**config.mk**
```make
export PLATFORM = sky130hd
export DESIGN_NAME = gh_decode_bus_strobe_flat
export DESIGN_NICKNAME = d
export VERILOG_FILES = /design/src/rtl/gh_decode_bus_strobe_if.sv /design/src/rtl/gh_decode_bus_strobe.sv /design/src/flat_wrapper.sv
export SDC_FILE = /design/constraint.sdc
export NUM_CORES = 1
export LEC_CHECK = 0
export ABC_AREA = 1
export BUFFER_PORTS_ARGS = -buffer_cell sky130_fd_sc_hd__buf_2
export CAP_MARGIN = 40
export CORE_MARGIN = 1
export CORE_UTILIZATION = 51
export DETAILED_ROUTE_END_ITERATION = 16
export HOLD_SLACK_MARGIN = 0.06
export PLACE_DENSITY = 0.77
export SETUP_SLACK_MARGIN = 0.3
export SYNTH_ARGS = -nofsm -noshare
export SYNTH_HDL_FRONTEND = slang
export SYNTH_SLANG_ARGS = --single-unit
```
**constraint.sdc**
```tcl
create_clock -name clk -period 1.4 [get_ports clk]
set_clock_uncertainty 0.05 [all_clocks]
set_input_delay 0.21 -clock clk [delete_from_list [all_inputs] [get_ports clk]]
set_output_delay 0.21 -clock clk [all_outputs]
set_load 0.02 [all_outputs]
```
**src/rtl/gh_decode_bus_strobe_if.sv**
```systemverilog
// Register-bus handshake between a CPU-side master and the address decoder.
// Carries the request/address/enables in and the decoded select, strobes and status out.
interface gh_decode_bus_strobe_if #(
  parameter int N_OUT = 8
);
  localparam int AW = $clog2(N_OUT);

  logic             req;
  logic             we;
  logic [AW-1:0]    a;
  logic             g1;
  logic             g2n;
  logic             g3n;
  logic [N_OUT-1:0] sel;
  logic [N_OUT-1:0] wr_stb;
  logic [N_OUT-1:0] rd_stb;
  logic             ack;
  logic             err;
  logic             busy;

  modport master (
    output req, we, a, g1, g2n, g3n,
    input  sel, wr_stb, rd_stb, ack, err, busy
  );

  modport slave (
    input  req, we, a, g1, g2n, g3n,
    output sel, wr_stb, rd_stb, ack, err, busy
  );
endinterface

```
**src/rtl/gh_decode_bus_strobe.sv**
```systemverilog
// Registered N-way address decoder with wait states, abort and out-of-range error.
// Latches the address on an enabled request, holds a one-hot select, then strobes once with ack.
module gh_decode_bus_strobe #(
  parameter int N_OUT       = 8,
  parameter int WAIT_STATES = 0
) (
  input logic                   clk,
  input logic                   rst_n,
  gh_decode_bus_strobe_if.slave bus
);
  localparam int AW = $clog2(N_OUT);

  typedef enum logic [1:0] {S_IDLE, S_WAIT, S_STROBE, S_HOLD} state_t;

  state_t           state, state_d;
  logic [3:0]       cnt, cnt_d;
  logic             armed, armed_d;
  logic [AW-1:0]    a_q, a_d;
  logic             we_q, we_d;
  logic [N_OUT-1:0] sel_q, sel_d;
  logic [N_OUT-1:0] wr_q, wr_d;
  logic [N_OUT-1:0] rd_q, rd_d;
  logic             ack_q, ack_d;
  logic             err_q, err_d;
  logic             busy_q, busy_d;
  logic             en;

  function automatic logic [N_OUT-1:0] decode(input logic [AW-1:0] addr);
    logic [N_OUT-1:0] v;
    v = '0;
    for (int i = 0; i < N_OUT; i++)
      if (addr == AW'(i)) v[i] = 1'b1;
    return v;
  endfunction

  function automatic logic in_range(input logic [AW-1:0] addr);
    return int'(addr) < N_OUT;
  endfunction

  assign en = bus.g1 & ~bus.g2n & ~bus.g3n;

  always_comb begin
    state_d = state;
    cnt_d   = cnt;
    armed_d = armed | ~bus.req;
    a_d     = a_q;
    we_d    = we_q;
    sel_d   = sel_q;
    busy_d  = busy_q;
    wr_d    = '0;
    rd_d    = '0;
    ack_d   = 1'b0;
    err_d   = 1'b0;
    case (state)
      S_IDLE: begin
        // armed blocks a request that was already high when reset released
        if (armed && bus.req && en) begin
          a_d     = bus.a;
          we_d    = bus.we;
          sel_d   = decode(bus.a);
          busy_d  = 1'b1;
          cnt_d   = 4'(WAIT_STATES);
          state_d = S_WAIT;
        end
      end
      S_WAIT: begin
        if (!bus.req) begin
          sel_d   = '0;
          busy_d  = 1'b0;
          state_d = S_IDLE;
        end else if (cnt == 4'd0) begin
          ack_d   = 1'b1;
          state_d = S_STROBE;
          if (in_range(a_q)) begin
            if (we_q) wr_d = decode(a_q);
            else      rd_d = decode(a_q);
          end else begin
            err_d = 1'b1;
          end
        end else begin
          cnt_d = cnt - 4'd1;
        end
      end
      S_STROBE: begin
        if (bus.req) begin
          state_d = S_HOLD;
        end else begin
          sel_d   = '0;
          busy_d  = 1'b0;
          state_d = S_IDLE;
        end
      end
      S_HOLD: begin
        if (!bus.req) begin
          sel_d   = '0;
          busy_d  = 1'b0;
          state_d = S_IDLE;
        end
      end
      default: state_d = S_IDLE;
    endcase
  end

  always_ff @(posedge clk or negedge rst_n) begin
    if (!rst_n) begin
      state  <= S_IDLE;
      cnt    <= '0;
      armed  <= 1'b0;
      sel_q  <= '0;
      wr_q   <= '0;
      rd_q   <= '0;
      ack_q  <= 1'b0;
      err_q  <= 1'b0;
      busy_q <= 1'b0;
    end else begin
      state  <= state_d;
      cnt    <= cnt_d;
      armed  <= armed_d;
      sel_q  <= sel_d;
      wr_q   <= wr_d;
      rd_q   <= rd_d;
      ack_q  <= ack_d;
      err_q  <= err_d;
      busy_q <= busy_d;
    end
  end

  // Latched address/direction are only consumed after acceptance, so no reset needed
  always_ff @(posedge clk) begin
    a_q  <= a_d;
    we_q <= we_d;
  end

  assign bus.sel    = sel_q;
  assign bus.wr_stb = wr_q;
  assign bus.rd_stb = rd_q;
  assign bus.ack    = ack_q;
  assign bus.err    = err_q;
  assign bus.busy   = busy_q;
endmodule

```
**src/flat_wrapper.sv**
```systemverilog
// flat-port wrapper written by rule: the top's interface ports become plain ports
module gh_decode_bus_strobe_flat 
#(
  parameter int N_OUT       = 8,
  parameter int WAIT_STATES = 0
)
  (clk, rst_n, bus_req, bus_we, bus_a, bus_g1, bus_g2n, bus_g3n, bus_sel, bus_wr_stb, bus_rd_stb, bus_ack, bus_err, bus_busy);
  gh_decode_bus_strobe_if #(.N_OUT(N_OUT)) bus_i ();
  input logic clk;
  input logic rst_n;
  input wire logic [$bits(bus_i.req)-1:0] bus_req;
  input wire logic [$bits(bus_i.we)-1:0] bus_we;
  input wire logic [$bits(bus_i.a)-1:0] bus_a;
  input wire logic [$bits(bus_i.g1)-1:0] bus_g1;
  input wire logic [$bits(bus_i.g2n)-1:0] bus_g2n;
  input wire logic [$bits(bus_i.g3n)-1:0] bus_g3n;
  output wire logic [$bits(bus_i.sel)-1:0] bus_sel;
  output wire logic [$bits(bus_i.wr_stb)-1:0] bus_wr_stb;
  output wire logic [$bits(bus_i.rd_stb)-1:0] bus_rd_stb;
  output wire logic [$bits(bus_i.ack)-1:0] bus_ack;
  output wire logic [$bits(bus_i.err)-1:0] bus_err;
  output wire logic [$bits(bus_i.busy)-1:0] bus_busy;
  assign bus_i.req = bus_req;
  assign bus_i.we = bus_we;
  assign bus_i.a = bus_a;
  assign bus_i.g1 = bus_g1;
  assign bus_i.g2n = bus_g2n;
  assign bus_i.g3n = bus_g3n;
  assign bus_sel = bus_i.sel;
  assign bus_wr_stb = bus_i.wr_stb;
  assign bus_rd_stb = bus_i.rd_stb;
  assign bus_ack = bus_i.ack;
  assign bus_err = bus_i.err;
  assign bus_busy = bus_i.busy;
  gh_decode_bus_strobe #(.N_OUT(N_OUT), .WAIT_STATES(WAIT_STATES)) u_core (.clk(clk), .rst_n(rst_n), .bus(bus_i));
endmodule
```
# Word level (Yosys, flattened, before mapping)
# Cells that the tools add are included.
totals:
  out_inout_bits: 27
  regBits: 37
  input_bits: 10
classes:
  n_eq_ne: 23
  n_reduce_logical: 12
  muxes: 43
  n_addsub: 1
  bitwise_logic: 6
ops:
  columns: ["op", "n"]
  rows:
  - ["8-bit 2-to-1 mux", 10]
  - ["3-bit == test, second input constant", 8]
  - ["1-bit 2-to-1 mux", 21]
  - ["8-bit one-hot mux with 2 select lines", 1]
  - ["3-bit by 2-bit == test with 1-bit output, second input constant", 4]
  - ["4-bit 2-to-1 mux", 3]
  - ["2-bit 2-to-1 mux", 5]
  - ["2-bit != test, second input constant", 4]
  - ["2-bit one-hot mux with 4 select lines", 1]
  - ["4-bit one-hot mux with 2 select lines", 1]
  - ["3-bit by 1-bit == test with 1-bit output, second input constant", 2]
  - ["3-bit zero test", 2]
  - ["2-bit == test, second input constant", 2]
  - ["4-bit zero test", 1]
  - ["2-bit AND reduction", 2]
  - ["4-bit AND reduction", 1]
  - ["4-bit by 1-bit subtractor with 4-bit output, second input constant", 1]
  - ["3-bit by 2-bit != test with 1-bit output, second input constant", 1]
  - ["1-bit inverter", 3]
  - ["3-bit AND reduction", 1]
  - ["3-bit OR reduction", 1]
  - ["1-bit bitwise AND", 2]
  - ["2-bit by 1-bit == test with 1-bit output, second input constant", 1]
  - ["1-bit logical AND", 2]
  - ["other kinds (5)", 5]

# Longest topological paths before layout
# Gate-level depths: netlist of the first run.
logic_depth:
  word_depth: 6
  depth_mapped: 7
  depth_no_buf: 7

# Worst setup path before layout of the first run
# Ideal clock, no wire load.
synth_timing:
  kind: "flip-flop to flip-flop"
  start: "register u_core.cnt[0]"
  end: "register u_core.rd_q[0], in the netlist u_core.bus.rd_stb[0]"
  stages_incl_launch_ff: 7
  period_less_slack_ps: 1259
  setup_slack_ps: 141
  required_ps: 1278
  arrival_time_ps: 1137
  cell_sequence: "dfrtp_1 inv_1 ha_1 nand2_2 nor3_4 nand2_4 nor2_1"
synth_between:
  elab_chain_cells: 4
synth_lines:
  columns: ["item", "line_no", "text"]
  rows:
  - ["start, declared", "gh_decode_bus_strobe.sv:16", "logic [3:0] cnt, cnt_d;"]
  - ["start signal, assigned", "gh_decode_bus_strobe.sv:117", "cnt <= cnt_d;"]
  - ["4-bit zero test", "gh_decode_bus_strobe.sv:71", "end else if (cnt == 4'd0) begin"]
  - ["8-bit 2-to-1 mux", "gh_decode_bus_strobe.sv:71", null]
  - ["8-bit 2-to-1 mux", "gh_decode_bus_strobe.sv:67", "if (!bus.req) begin"]
  - ["8-bit 2-to-1 mux", "gh_decode_bus_strobe.sv:54", "case (state)"]
  - ["net u_core.rd_d[0]", "gh_decode_bus_strobe.sv:22", "logic [N_OUT-1:0] rd_q, rd_d;"]
  - ["end signal, assigned", "gh_decode_bus_strobe.sv:121", "rd_q <= rd_d;"]
  - ["end, declared", "gh_decode_bus_strobe.sv:22", null]
# The timed path passes the listed nets, and every way through them passes these cells.
# A chain may end at the register's enable or synchronous reset.

# Worst setup path after layout of the first run
layout_timing:
  start: "register u_core.state[1]"
  end: "register u_core.rd_q[1], in the netlist u_core.bus.rd_stb[1]"
layout_between:
  elab_chain_cells: 2
layout_lines:
  columns: ["item", "line_no", "text"]
  rows:
  - ["start, declared", "gh_decode_bus_strobe.sv:15", "state_t state, state_d;"]
  - ["start signal, assigned", "gh_decode_bus_strobe.sv:116", "state <= state_d;"]
  - ["2-bit by 1-bit == test with 1-bit output", "gh_decode_bus_strobe.sv:54", null]
  - ["8-bit 2-to-1 mux", "gh_decode_bus_strobe.sv:54", null]
  - ["net u_core.rd_d[1]", "gh_decode_bus_strobe.sv:22", null]
# The timed path passes the listed nets, and every way through them passes these cells.

==> flow_summary.toml, run 1 <==
[status]
status = "finished, final reports clean"

[die]
fp.dieW_um = 56.1
die_y_um = 56.1
initial_core_util = 0.541
dieArea_um2 = 3140
core-area_um2 = 2760
rows = 19
ios = 37

[clocking]
cts_buffers = 5
cts.sinks = 37
clock_path_buffers = 2
clk_pin_slew_ns = 0.11
clk_latency_ns = 0.33
cts_tree = "built"
h-tree-depth = 2
clockRootBuffer = "clkbuf_4"

[global_routing]
antenna_found_initial = 0
grt_pass1_wl_um = 5590
overflow = 0
grt_max_degree = 21
grt_pass1_vias = 1261
track_usage = 0.232

[layout]
finalNonFillerCells = 247
final_util = 0.838
drive_above_1_share = 0.486
most-common-layout-cells = "32 x dfrtp_1, 27 x buf_6, 22 x nand2_1, 21 x nand3_1, 14 x buf_4"
area_growth_pct = 54.9
mostFrequentLayoutCell = "dfrtp_1"
stdcell_area_um2 = 2310
fin_nets = 226
fillers = 141
diodes = 0

[timing]
hold_viol = 0
timing.final.crit_share = 0.963
maxSlewViolCount = 0
fin_hold_ws_ns = 0.104
rsz0062_at_grt = "yes"
setup_viol = 0
max_clock_freq_mhz = 741
setup_slack_ns = 0.0512
tns_ns = 0
min_period_ns = 1.35

[hold_path]
hold_class = "primary input to flop"
hold_depth = 1
hp-start = "bus_a[2]"

[worst_setup_path]
crit_path_max_fanout = 8
slowest_delay_ns = 0.44
worst_r2r_path_depth = 5
critPathSlowestCell = "dfrtp_1"
crit_top_cell = "nand2_4"
cp.arrival_ns = 1.55
critical_path.startpoint = "u_core.state[1]$_DFFE_PN0P_"
path_class = "flop to flop"
path_cells = "inv_1 -> nand2_4 -> nor3_4 -> nand2_4 -> nor2_1"
crit_required_ns = 1.61
r2r-start = "u_core.state[1]$_DFFE_PN0P_"
setup.worst_path.end_class = "flop"
cp-start-kind = "flop"

[power_and_ir_drop]
pwr-share-seq = 0.398
total_power_mw = 3.32
swShare = 0.344
p_switching_mw = 1.14
power_density_nw_per_um2 = 1440
p_int_mw = 2.17
ir_drop_v = 0.00128
comb_power_share = 0.369
clkPwrFrac = 0.233
leakage_nw = 1.17

[route]
wl_per_cell_um = 15.5
drt_iter0_drc = 55
vias = 1340
antenna_left = 0
dr.pass1.iters = 4
wl_um = 3820
drc_errors = 0
vias_per_cell = 5.43

[logic_synthesis]
avgSynthCellArea_um2 = 9.81
yosysSeqAreaShare = 0.634
yosys.area.top_type = "dfrtp_1"
syn-cell-area_um2 = 1490
ys_types = 22
ys_ff_latch = 37
yosys-top-cells-area = "dfrtp_1 55%, nand3_1 10%, edfxtp_1 8.1%"
yosysTopAreaCellShare = 0.554
postSynthCellCount = 152
synth_nets = 163
synth_warnings = 0

[placement]
place.gp.congestion = 0.816
dpl.hpwl_um = 2010
place.port_buffers = 35
placed_area_um2 = 1740
place_ws_ns = 0.00914
dp.cells = 217

[job]
drv_cap = 0
cell type report:
cell class / count / area, um2 / share of cell area
Multi-Input combinational cell: 98 / 629 / 0.272
Inverter: 16 / 65.1 / 0.0282
Clock inverter: 2 / 37.5 / 0.0163
Sequential cell: 37 / 947 / 0.410
Timing Repair inverter: 1 / 6.26 / 0.00271
Tap cell: 31 / 38.8 / 0.0168
Timing Repair Buffer: 56 / 534 / 0.231
Clock buffer: 6 / 51.3 / 0.0222
metal layers:
metal / up-vias / GRT usage / share of wire
met1: 647 / 0.280 / 0.36
met4: 0 / 0.0383 / 0.021
met3: 8 / 0.0698 / 0.066
met5: - / 0 / 0
met2: 69 / 0.417 / 0.55
li1: 616 / - / -
what timing repair did:
item                       in CTS  in global routing
resized for setup              63                 24
setup endpoints to repair      60                 61
pin swaps                       8                 11
hold buffers                    4                  0
buffers inserted               10                  6
hold endpoints to repair       36                  0
cloned                          2                  0
sequential cells by signal, indices dropped and copies added (netlist names):
register,cells
u_core.bus.busy,1
u_core.bus.rd_stb,8
u_core.armed,1
u_core.state,2
u_core.bus.ack,1
u_core.cnt,4
u_core.we_q,1
u_core.bus.wr_stb,8
u_core.bus.sel,8
u_core.a_q,3
worst paths after layout:
kind / endpoint / slack [ns]
max: u_core.bus.rd_stb[1]$_DFF_PN0_ / 0.05
min: u_core.a_q[2]$_DFFE_PP_ / 0.10
max reg2reg: u_core.bus.rd_stb[1]$_DFF_PN0_ / 0.05
min reg2reg: u_core.armed$_DFF_PN0_ / 0.45
max in group asynchronous: u_core.bus.rd_stb[1]$_DFF_PN0_ / 0.61
min in group asynchronous: u_core.bus.sel[1]$_DFFE_PN0P_ / 0.27
cell usage after synthesis, drive strengths merged:
cell    instances
a31oi           1
a21oi           1
dfrtp          33
conb            1
nand3          31
nor2           29
buf             2
nor3b           1
inv            15
edfxtp          4
nor3            1
or2             1
nand2          29
ha              1
o21ai           1
clkinv          1
critical path: cells and delay by family, from the launching register on:
family	cells	cell delay, ns
flops	1	0.44
simple gates	4	0.68
buf+inv	1	0.12
cells by family (layout without fill, tap and decap cells):
logic type               after synthesis  count (layout)  synth area share
AND/OR/NAND/NOR                       92              93             0.290
flip-flops                            37              37             0.634
buffers and inverters                 18              81            0.0537
adder cells (fa/ha/maj)                1               1           0.00839
other                                  1               1           0.00251
AO/OA/AOI/OAI                          3               3            0.0109
power groups by stage:
stage | combinational [mW] | clock [mW] | sequential (mW)
final | 1.22 | 0.774 | 1.32
after global routing | 1.32 | 0.835 | 1.33
after CTS | 1.03 | 0.780 | 1.31
after detailed placement | 0.771 | 0 | 1.32
after global placement | 0.732 | 0 | 1.31
after floorplan | 0.528 | 0 | 1.37
Note: power is estimated with default switching activity, not from simulation.
==> inputs of run 2 (changes only) <==
- PLACE_DENSITY: 0.77 -> 0.85
==> flow_summary.toml, run 2 (synthesis gave the netlist of run 1 again) <==
[status]
status = "finished, final reports clean"

[worst_setup_path]
r2r-start = "u_core.state[1]$_DFFE_PN0P_"
slowest_delay_ns = 0.44
crit_top_cell = "nand2_4"
r2r_end = "u_core.bus.wr_stb[4]$_DFF_PN0_"
critical_path.startpoint = "u_core.state[1]$_DFFE_PN0P_"
setup.worst_path.end_class = "flop"
crit_path_max_fanout = 8
crit_required_ns = 1.62
path_class = "flop to flop"
r2r_slack_ns = 0.01
worst_r2r_path_depth = 5
critPathSlowestCell = "dfrtp_1"
path_cells = "inv_1 -> nand2_4 -> nor3_4 -> nand2_4 -> nor2_1"
critPathCapture = "u_core.bus.wr_stb[4]$_DFF_PN0_"
cp.arrival_ns = 1.61
cp-start-kind = "flop"

[clocking]
clk_pin_slew_ns = 0.12
clk_latency_ns = 0.35
cts.sinks = 37
clockRootBuffer = "clkbuf_4"
clock_path_buffers = 2
cts_buffers = 5
h-tree-depth = 2
cts_tree = "built"

[die]
core-area_um2 = 2760
ios = 37
initial_core_util = 0.541
die_y_um = 56.1
dieArea_um2 = 3140
fp.dieW_um = 56.1
rows = 19

[layout]
fin_nets = 231
diodes = 0
finalNonFillerCells = 252
most-common-layout-cells = "32 x dfrtp_1, 27 x buf_6, 20 x nand3_1, 19 x nand2_1, 18 x buf_4"
drive_above_1_share = 0.493
final_util = 0.843
fillers = 140
mostFrequentLayoutCell = "dfrtp_1"
area_growth_pct = 55.8

[placement]
place.port_buffers = 35
dp.cells = 217
place_ws_ns = 0.0178
place.gp.congestion = 0.761
dpl.hpwl_um = 1920

[global_routing]
overflow = 0
track_usage = 0.265
grt_pass1_wl_um = 6130
antenna_found_initial = 0
grt_pass1_vias = 1325
grt_max_degree = 34

[job]
drv_cap = 0

[power_and_ir_drop]
leakage_nw = 1.17
total_power_mw = 3.16
power_density_nw_per_um2 = 1360
ir_drop_v = 0.00121

[timing]
rsz0062_at_grt = "yes"
maxSlewViolCount = 0
tns_ns = 0
max_clock_freq_mhz = 721
min_period_ns = 1.39
hold_viol = 0
setup_slack_ns = 0.0121
setup_viol = 0
timing.final.crit_share = 0.991

[hold_path]
hold_class = "primary input to flop"

[route]
drc_errors = 0
vias = 1394
antenna_left = 0
wl_per_cell_um = 17.2
vias_per_cell = 5.53
dr.pass1.iters = 4
wl_um = 4320
drt_iter0_drc = 47
run 2: cell types whose count changed in the layout (fill, tap and decap cells not counted), moves of 2 or more:
| cell | previous run | this run |
|---|---|---|
| buf_4 | 14 | 18 |
| nand2_1 | 22 | 19 |
| nand2_2 | 2 | 5 |
| clkinv_1 | 0 | 2 |
| nand3_4 | 2 | 4 |
run 2: power by group:
| part | leakage [nW] | internal (mW) | switching [mW] | total (mW) |
|---|---|---|---|---|
| clock | 0.0300 | 0.182 | 0.353 | 0.535 |
| combinational | 0.659 | 0.586 | 0.714 | 1.30 |
| sequential | 0.485 | 1.20 | 0.120 | 1.32 |
| total | 1.17 | 1.97 | 1.19 | 3.16 |
run 2: timing repair:
| item | in CTS | in global routing |
|---|---|---|
| hold endpoints to repair | 37 | 0 |
| setup buffers | 14 | 5 |
| pin swaps | 11 | 9 |
| cloned | 2 | 1 |
| endpoints found under the setup margin | 60 | 62 |
| gates resized for setup | 66 | 26 |
| hold buffers | 5 | 0 |
run 2: how the worst min path moves through the flow:
stage / start / to / slack (ns) / cells past startpoint
3_5_place_dp: rst_n / u_core.bus.rd_stb[1]$_DFF_PN0_ / 0.20 / 2
5_1_grt: bus_a[2] / u_core.a_q[2]$_DFFE_PP_ / 0.08 / 1
3_3_place_gp: rst_n / u_core.cnt[2]$_DFFE_PN0P_ / 0.20 / 2
4_1_cts: bus_a[2] / u_core.a_q[2]$_DFFE_PP_ / 0.07 / 1
2_1_floorplan: rst_n / u_core.armed$_DFF_PN0_ / -0.14 / 0
6_report: bus_req / u_core.state[1]$_DFFE_PN0P_ / 0.09 / 3
run 2: per-layer routing:
layer / track usage / wire length, um
met5: 0 / 0
met2: 0.457 / 2280
met4: 0.139 / 165
met1: 0.285 / 1560
met3: 0.0907 / 318
run 2: through the flow:
step                      area (um2)  hold WS (ns)
after floorplan                 1530        -0.136
after global placement          1730         0.196
after detailed placement        1730         0.204
after CTS                       2180        0.0711
after global routing            2320        0.0805
final                           2320        0.0917
run 2: final cells by class:
type / instances / area (um2) / share of cell area
well taps: 31 / 38.8 / 0.0167
clock buffers: 5 / 37.5 / 0.0162
multi-input cells: 99 / 662 / 0.285
repair inverters: 1 / 6.26 / 0.00269
repair buffers: 60 / 554 / 0.239
flip-flops and latches: 37 / 947 / 0.408
inverters: 16 / 65.1 / 0.0280
clock inverters: 3 / 12.5 / 0.00539
run 2: critical path, delay by kind of cell (launching register included):
family | cells | cell delay (ns)
simple gates | 4 | 0.67
flops | 1 | 0.44
buf+inv | 1 | 0.14
